**src/rtl/tcm3_pkg.sv**
```systemverilog
// Shared constants, state encoding and limb-pair schedule for the tcm3 serial GF(2) multiplier.
package tcm3_pkg;

    localparam int A_W     = 233;
    localparam int LIMB_W  = 78;
    localparam int CNT_W   = 7;
    localparam int C_W     = 466;
    localparam int PROD_W  = 155;
    localparam int N_PAIRS = 9;
    localparam int OFF0    = 0;
    localparam int OFF1    = 78;
    localparam int OFF2    = 155;
    localparam int P_W     = 4;
    localparam int SH_W    = 9;

    typedef enum logic [1:0] {IDLE, MUL, ACC, DONE} state_t;

    typedef struct packed {
        logic [1:0]      i;
        logic [1:0]      j;
        logic [SH_W-1:0] shift;
    } pair_t;

    function automatic logic [SH_W-1:0] limb_off(input logic [1:0] k);
        case (k)
            2'd1:    return SH_W'(OFF1);
            2'd2:    return SH_W'(OFF2);
            default: return SH_W'(OFF0);
        endcase
    endfunction

    // Pair p -> (p/3, p%3); indices past the last pair map to (0,0) so a
    // look-ahead on p+1 never selects a nonexistent limb.
    function automatic pair_t pair_map(input logic [P_W-1:0] p);
        pair_t r;
        r.i = 2'd0;
        r.j = 2'd0;
        if (p < P_W'(N_PAIRS)) begin
            r.i = 2'(p / P_W'(3));
            r.j = 2'(p % P_W'(3));
        end
        r.shift = limb_off(r.i) + limb_off(r.j);
        return r;
    endfunction

endpackage

```
**src/rtl/tcm3_serial_scheduler_mul.sv**
```systemverilog
// Bit-serial 78x78 carry-less shift-XOR engine: one multiplier bit per cycle after start.
module gf2_serial_mul_78
    import tcm3_pkg::*;
(
    input  logic              clk,
    input  logic              rst,
    input  logic              start,
    input  logic [LIMB_W-1:0] ai,
    input  logic [LIMB_W-1:0] bj,
    output logic [PROD_W-1:0] prod,
    output logic              last
);

    logic [CNT_W-1:0] cnt;
    logic             run;

    assign last = run && (cnt == CNT_W'(LIMB_W - 1));

    always_ff @(posedge clk or negedge rst) begin
        if (!rst) begin
            cnt  <= '0;
            run  <= 1'b0;
            prod <= '0;
        end else if (start) begin
            cnt  <= '0;
            run  <= 1'b1;
            prod <= '0;
        end else if (run) begin
            if (ai[cnt])
                prod <= prod ^ (PROD_W'(bj) << cnt);
            cnt <= cnt + 1'b1;
            if (last)
                run <= 1'b0;
        end
    end

endmodule

```
**src/rtl/tcm3_serial_scheduler.sv**
```systemverilog
// Area-reduced 233x233 GF(2) multiplier: nine limb products through one serial engine.
// Optional build macro TCM_SKIP_ZERO_EN skips pairs with a zero limb (variable latency).
module tcm3_serial_scheduler
    import tcm3_pkg::*;
(
    input  logic           clk,
    input  logic           rst,
    input  logic           in_valid,
    output logic           in_ready,
    input  logic [A_W-1:0] a,
    input  logic [A_W-1:0] b,
    output logic           out_valid,
    input  logic           out_ready,
    output logic [C_W-1:0] c,
    output logic           busy
);

    state_t                 state, next_state;
    logic [2:0][LIMB_W-1:0] al, bl;
    logic [P_W-1:0]         p;
    logic [C_W-1:0]         acc, c_q;
    logic                   out_valid_q;
    pair_t                  cur;
    logic [LIMB_W-1:0]      ai, bj;
    logic [PROD_W-1:0]      prod;
    logic                   mul_last, start, accept, last_pair;
    logic                   skip_first, skip_next;

    assign cur       = pair_map(p);
    assign ai        = al[cur.i];
    assign bj        = bl[cur.j];
    assign in_ready  = (state == IDLE);
    assign busy      = (state != IDLE);
    assign accept    = in_valid && in_ready;
    assign last_pair = (p == P_W'(N_PAIRS - 1));
    assign out_valid = out_valid_q;
    assign c         = c_q;

`ifdef TCM_SKIP_ZERO_EN
    pair_t nxt;
    assign nxt        = pair_map(p + 1'b1);
    assign skip_first = (a[LIMB_W-1:0] == '0) || (b[LIMB_W-1:0] == '0);
    assign skip_next  = (al[nxt.i] == '0) || (bl[nxt.j] == '0);
`else
    assign skip_first = 1'b0;
    assign skip_next  = 1'b0;
`endif

    // A skipped pair still restarts the engine: prod is cleared and any
    // stepping only XORs in a zero limb, so ACC sees prod == 0.
    gf2_serial_mul_78 u_mul (
        .clk   (clk),
        .rst   (rst),
        .start (start),
        .ai    (ai),
        .bj    (bj),
        .prod  (prod),
        .last  (mul_last)
    );

    always_ff @(posedge clk or negedge rst) begin
        if (!rst)
            state <= IDLE;
        else
            state <= next_state;
    end

    always_comb begin
        next_state = state;
        start      = 1'b0;
        case (state)
            IDLE: begin
                if (in_valid) begin
                    next_state = skip_first ? ACC : MUL;
                    start      = 1'b1;
                end
            end
            MUL: begin
                if (mul_last)
                    next_state = ACC;
            end
            ACC: begin
                if (last_pair) begin
                    next_state = DONE;
                end else begin
                    next_state = skip_next ? ACC : MUL;
                    start      = 1'b1;
                end
            end
            DONE: begin
                if (out_valid_q && out_ready)
                    next_state = IDLE;
            end
            default: next_state = IDLE;
        endcase
    end

    // DONE spends its first cycle publishing acc into c, giving 9*79+1 latency.
    always_ff @(posedge clk or negedge rst) begin
        if (!rst) begin
            al          <= '0;
            bl          <= '0;
            p           <= '0;
            acc         <= '0;
            c_q         <= '0;
            out_valid_q <= 1'b0;
        end else begin
            if (accept) begin
                al[0] <= a[LIMB_W-1:0];
                al[1] <= {1'b0, a[OFF2-1:OFF1]};
                al[2] <= a[A_W-1:OFF2];
                bl[0] <= b[LIMB_W-1:0];
                bl[1] <= {1'b0, b[OFF2-1:OFF1]};
                bl[2] <= b[A_W-1:OFF2];
                acc   <= '0;
                p     <= '0;
            end
            if (state == ACC) begin
                acc <= acc ^ (C_W'(prod) << cur.shift);
                if (!last_pair)
                    p <= p + 1'b1;
            end
            if (state == DONE && !out_valid_q) begin
                out_valid_q <= 1'b1;
                c_q         <= acc;
            end else if (out_valid_q && out_ready) begin
                out_valid_q <= 1'b0;
            end
        end
    end

endmodule
```
**config.mk**
```make
export PLATFORM = sky130hd
export DESIGN_NAME = tcm3_serial_scheduler
export DESIGN_NICKNAME = d
export VERILOG_FILES = /design/src/rtl/tcm3_pkg.sv /design/src/rtl/tcm3_serial_scheduler_mul.sv /design/src/rtl/tcm3_serial_scheduler.sv
export SDC_FILE = /design/constraint.sdc
export NUM_CORES = 2
export LEC_CHECK = 0
export ABC_AREA = 0
export BUFFER_PORTS_ARGS = -buffer_cell sky130_fd_sc_hd__clkbuf_2
export CAP_MARGIN = 20
export CORE_AREA = 2 2 594 537
export CTS_BUF_LIST = sky130_fd_sc_hd__clkbuf_8
export CTS_CLUSTER_DIAMETER = 100
export DETAILED_ROUTE_END_ITERATION = 10
export DIE_AREA = 0 0 596 539
export PLACE_DENSITY_LB_ADDON = 0.1
export REMOVE_ABC_BUFFERS = 1
export SLEW_MARGIN = 10
export SYNTH_ARGS = -nofsm -noshare
export SYNTH_HDL_FRONTEND = slang
export SYNTH_SLANG_ARGS = --single-unit
```
**constraint.sdc**
```tcl
create_clock -name clk -period 8.8 [get_ports clk]
set_input_delay 0.44 -clock clk [delete_from_list [all_inputs] [get_ports clk]]
set_output_delay 0.44 -clock clk [all_outputs]
set_load 0.1 [all_outputs]
```
# [Yosys cells after proc, flatten, opt, wreduce, memory -nomap -nowiden]
# Cells that the tools add are included.
[word_totals] memories=0 in_bits=470 out_inout_bits=469 mem_bits_ro=0 mem_bits_rw=0 latchBits=0 register_bits=1568 word_cells=84
[classes] n_reduce_logical=13 div_mod_pow=2 shifts=2 eq_ne=12 order_cmp=4 bitwise=2 muxes=32 addsub=3 multipliers=0
[ops] cell="466-bit two-way mux" n=2
[ops] cell="155-bit by 9-bit << shifter with 466-bit output" n=1
[ops] cell="466-bit XOR" n=1
[ops] cell="155-bit two-way mux" n=3
[ops] cell="78-bit binary-select mux with 2-bit select" n=2
[ops] cell="78-bit two-way mux" n=2
[ops] cell="78-bit by 7-bit << shifter with 155-bit output" n=1
[ops] cell="155-bit XOR" n=1
[ops] cell="8-bit case mux with 2 select lines" n=2
[ops] cell="4-bit two-way mux" n=4
[ops] cell="7-bit two-way mux" n=2
[ops] cell="2-bit nonzero test" n=5
[ops] cell="9-bit adder" n=1
[ops] cell="2-bit equality test, second input constant" n=4
[ops] cell="7-bit by 8-bit less-than comparator with 1-bit output, second input constant" n=1
[ops] cell="1-bit two-way mux" n=8
[ops] cell="2-bit two-way mux" n=4
[ops] cell="2-bit case mux with 4 select lines" n=1
[ops] cell="7-bit by 1-bit adder with 7-bit output, second input constant" n=1
[ops] cell="1-bit binary-select mux with 7-bit select" n=1
[ops] cell="7-bit equality test, second input constant" n=1
[ops] cell="2-bit by 1-bit equality test with 1-bit output, second input constant" n=3
[ops] cell="2-bit by 3-bit less-than comparator with 1-bit output, second input constant" n=2
[ops] cell="2-bit inequality test, second input constant" n=3
[ops] cell="other kinds (11)" n=14

# [Depth between registers and ports, before layout]
[logic_depth] ltp_word=9 depth_mapped=35 ltp_nobuf=27

# [By module]
# From an unflattened synthesis, not the netlist that was laid out.
[hier_totals] cells_unflattened=9621 hier_area_um2=93487.2
[modules_own_cells] module="tcm3_serial_scheduler" cells_per_inst=7764 area_each_um2=75766.4 n_inst=1
[modules_own_cells] module="gf2_serial_mul_78" cells_per_inst=1857 area_each_um2=17720.7 n_inst=1

# [Worst setup path after synthesis]
# OpenSTA, ideal clock, no wires.
[synth_path] path_kind="reg2reg" from="register p[0]" to="register acc[269]" stages_incl_launch_ff=33 path_slack_ns=0.878 t_arrival_ns=7.787 path_buffers=11 path_cell_list="dfrtp_1 inv_1 clkbuf_1 clkbuf_1 buf_1 ha_1 nand3b_4 a211oi_4 ha_1 a21oi_1 buf_2 buf_2 buf_2 buf_4 xnor2_1 nand2b_1 ha_1 ha_1 clkinv_1 fa_1 clkbuf_1 buf_1 buf_1 buf_1 o21ai_0 a311oi_1 o31ai_1 mux4_2 mux2_2 mux2i_1 a211oi_1 o311ai_1 o41ai_1"
[synth_via] elab_chain_len=8
[synth_rtl] element="start, declared" line="tcm3_serial_scheduler.sv:20" text="logic [P_W-1:0] p;"
[synth_rtl] element="start signal, assigned" line="tcm3_serial_scheduler.sv:121" text="p <= p + 1'b1;"
[synth_rtl] element="4-bit by 2-bit divider with 4-bit output (tied with other cells)" line="tcm3_pkg.sv:39" text="r.i = 2'(p / P_W'(3));"
[synth_rtl] element="4-bit two-way mux *" line="tcm3_pkg.sv:38" text="if (p < P_W'(N_PAIRS)) begin"
[synth_rtl] element="2-bit equality test / 2-bit by 1-bit equality test with 1-bit output (equally long branches)" line="tcm3_pkg.sv:25" text="case (k)"
[synth_rtl] element="8-bit case mux with 2 select lines" line="tcm3_pkg.sv:25"
[synth_rtl] element="9-bit adder *" line="tcm3_pkg.sv:42" text="r.shift = limb_off(r.i) + limb_off(r.j);"
[synth_rtl] element="155-bit by 9-bit << shifter with 466-bit output *" line="tcm3_serial_scheduler.sv:119" text="acc <= acc ^ (C_W'(prod) << cur.shift);"
[synth_rtl] element="466-bit XOR *" line="tcm3_serial_scheduler.sv:119"
[synth_rtl] element="466-bit two-way mux *" line="tcm3_serial_scheduler.sv:118" text="if (state == ACC) begin"
[synth_rtl] element="end signal, assigned" line="tcm3_serial_scheduler.sv:119"
[synth_rtl] element="end, declared" line="tcm3_serial_scheduler.sv:21" text="logic [C_W-1:0] acc, c_q;"
# Every way passes the cells marked *; elsewhere a longest branch is shown, timed or not.
# A chain may end at the register's enable or synchronous reset.

# [Worst setup path in the final report]
[layout_path] from="register p[3]" to="register acc[280]"
# The elaborated chain is that of the path after synthesis.

==> impl_metrics.toml <==
[timing]
setup_ws_ns = 0.277
final.setup.tns_ns = 0
fin_crit_sh_pct = 96.9
hold_viol_final = 0
timing.slew.headroom_pct = 13.0
fin_crit_ns = 8.52
fmax_mhz = 117
setup_viol = 0
tightest_slew_ns = 1.30
fin_skew_ns = 0.0777
drv_slew = 0
grt_setup_unrepaired = "no"

[critical_path]
worstPathMaxFanout = 40
cpMostUsedCell = "ha_1"
r2r-end = "acc[280]"
rrSetupSlack_ns = 0.28
max_stage_delay_ns = 0.80
critical_path_class = "register to register"
end_kind = "register"
crit_arrival_ns = 9.46
cp-endpoint = "acc[280]"
crit_start = "p[3]"
crit_required_ns = 9.74
start_kind = "register"
critPathSlowestCell = "a21oi_4"
rr_startpoint = "p[3]"
r2r_cells = 27

[clock_tree]
clk_pin_slew_ns = 0.06
root_buffer = "clkbuf_8"
cts_tree = "done"
numCtsBuffers = 304
h-tree-depth = 5
clock_path_buffers = 4
clk_latency_ns = 1.07
clock-sinks = 1568

[die]
start_util_pct = 29.9
fp.dieH_microns = 539
dieArea_sq_um = 321000
placementRows = 196
coreArea_sq_um = 315000
ioPinCount = 939
dieWidth_microns = 596

[logic_synthesis]
synth-warning-count = 0
ys.flop_type = "dfrtp_1"
ys_seq_elements = 1568
synth_edf_count = 0
synth.avg_cell_area_sq_um = 9.37
synth_seq_area_share_pct = 41.7
ys_types = 108
syn_inst = 10100
syn-cell-area_sq_um = 94200
synthArstFlopShare_pct = 100

[routing]
drc_errors = 0
vias = 90000
wire_per_inst_microns = 31.2
dr.first_iter.drc_count = 9288
ant_nets = 0
wl_mm = 492
vias_per_cell = 5.71
drtPass1Iterations = 8

[final_layout]
drive_gt1_share_pct = 24.2
syn_to_final_growth_pct = 23.0
nets = 11800

[place]
dp_hpwl_mm = 363
numPortBuffers = 938
place.gp.congestion = 1.00
post-place-ws_ns = 0.492

[global_routing]
track_usage_pct = 29.6
grt_pass1_vias = 87900
antenna_found_initial = 50
grt_max_degree = 183
grt_pass1_wl_mm = 689
grt-ovfl-total = 0

[min_path]
min-delay-path-class = "input pin to register"
hold_depth = 4

[run]
cap_violations = 0

[power]
p_leak_nw = 54.9
peakVddDrop_uv = 87.0
pwr_density_cell_nw_per_um2 = 132

[status]
outcome = "complete, no violations"
## where the power goes
part / leakage [nW] / internal (mW) / switching, mW
registers: 20.4 / 7.21 / 0.0000000000000000175
logic: 31.0 / 0.223 / 0.238
clock network: 3.53 / 4.08 / 3.49
total: 54.9 / 11.5 / 3.73
## synth_stat cells, types with 36 or more instances
cell          n  area, sq um
a2111oi_0    49          429
o21ai_1      44          220
buf_2       147          736
o211ai_1    145         1090
xor2_1       67          587
o22ai_1     211         1320
dfrtp_1    1568        39200
a31oi_1      54          338
a32oi_1      72          631
or3_1        60          375
nand4_1      38          238
o31ai_1      93          698
mux2_2      711         8010
inv_1        37          139
nor3_1       74          370
a211oi_1     79          593
o2111ai_1    41          359
a32o_1       48          480
nor2_1      553         2080
clkbuf_1    578         2170
nand2_1    2335         8760
a221oi_1     36          315
mux4_2      166         3740
a21oi_1     472         2360
nand3_1     267         1340
a22oi_1     147         1100
mux2i_1     841         8420
xnor2_1      57          499
o211a_1      74          741
buf_1        99          372
o21ai_0     337         1690
## registers in the layout (all words and copies together), names as in the netlist, 2 cells and up
name,cells
acc,466
c,466
al,233
bl,233
u_mul.prod,155
u_mul.cnt,7
p,4
state,2
## per-stage QoR
step | cell area (sq um) | total power [mW] | std cells | hold slack (ns) | util (%)
floorplan | 90800 | 7.35 | 9214 | 0.144 | -
global placement | 105000 | 7.64 | 14700 | 0.410 | 33.2
detailed placement | 105000 | 7.64 | 14700 | 0.418 | 33.2
CTS | 116000 | 15.5 | 15700 | 0.0151 | 36.7
global route | 116000 | 15.8 | 15700 | 0.0947 | 36.7
finish | 116000 | 15.2 | 15800 | 0.125 | 36.7
## final cells by class
cell class	instances	area, sq um
Inverter	44	183
Timing Repair Buffer	1832	13200
Clock inverter	157	1010
Clock buffer	373	5130
Tap cell	4158	5200
Antenna cell	28	70.1
Sequential cell	1568	39300
Multi-Input combinational cell	7602	51900
Fill cell	32000	200000
## cells by family after synthesis
family / after synthesis / share of synthesized area [%]
compound gates: 2258 / 16.6
xor+xnor: 128 / 1.26
fa+ha+maj: 15 / 0.207
buf+inv: 882 / 3.77
flops: 1568 / 41.7
mux: 1726 / 21.5
simple gates: 3475 / 15.0
## critical path: cells and delay by family (launching register included)
kind,cells,cell delay (ns)
mux,2,0.56
fa+ha+maj,5,1.22
buf+inv,4,0.96
compound gates,8,3.28
simple gates,8,1.70
flops,1,0.66
## worst min path at each step
stage	startpoint	to	slack (ns)
floorplan	rst	acc[0]	0.14
CTS	a[101]	al[101]	0.02
finish	a[100]	al[100]	0.13
global placement	rst	al[123]	0.41
global route	a[98]	al[98]	0.09
detailed placement	rst	al[124]	0.42
## repair_timing
| item | in CTS | in global routing |
|---|---|---|
| gates resized for setup | 0 | 2 |
| hold endpoints to repair | 583 | 0 |
| hold buffers | 483 | 0 |
| buffers inserted | 0 | 0 |
| setup endpoints to repair | 0 | 6 |
## cell usage in the layout, fill, tap and decap left out, drive strengths merged, types with 48 or more instances in the layout
cell and count:
nor3 76, inv 158, nand3 267, o21ai 383
dlygate4sd3 482, o22ai 211, xnor2 59, clkbuf 1311
dfrtp 1568, o211ai 146, a21oi 477, xor2 67
buf 412, a22oi 147, mux2 714, a32o 48
o31ai 94, a211oi 84, nor2 554, a31oi 54
a32oi 72, a2111oi 51, o211a 74, mux4 166
mux2i 846, or3 60, nand2 2335
## metal layers
metal	part of all wire, %	track usage, %	wire length, microns	vias to the layer above
met2	42	42.6	205000	3992
met3	8.6	7.26	42100	647
li1	-	-	-	39100
met5	0.019	0	94	-
met4	2.5	7.32	12100	18
met1	47	43.9	232000	46300
Power figures use the tool's default switching activity.
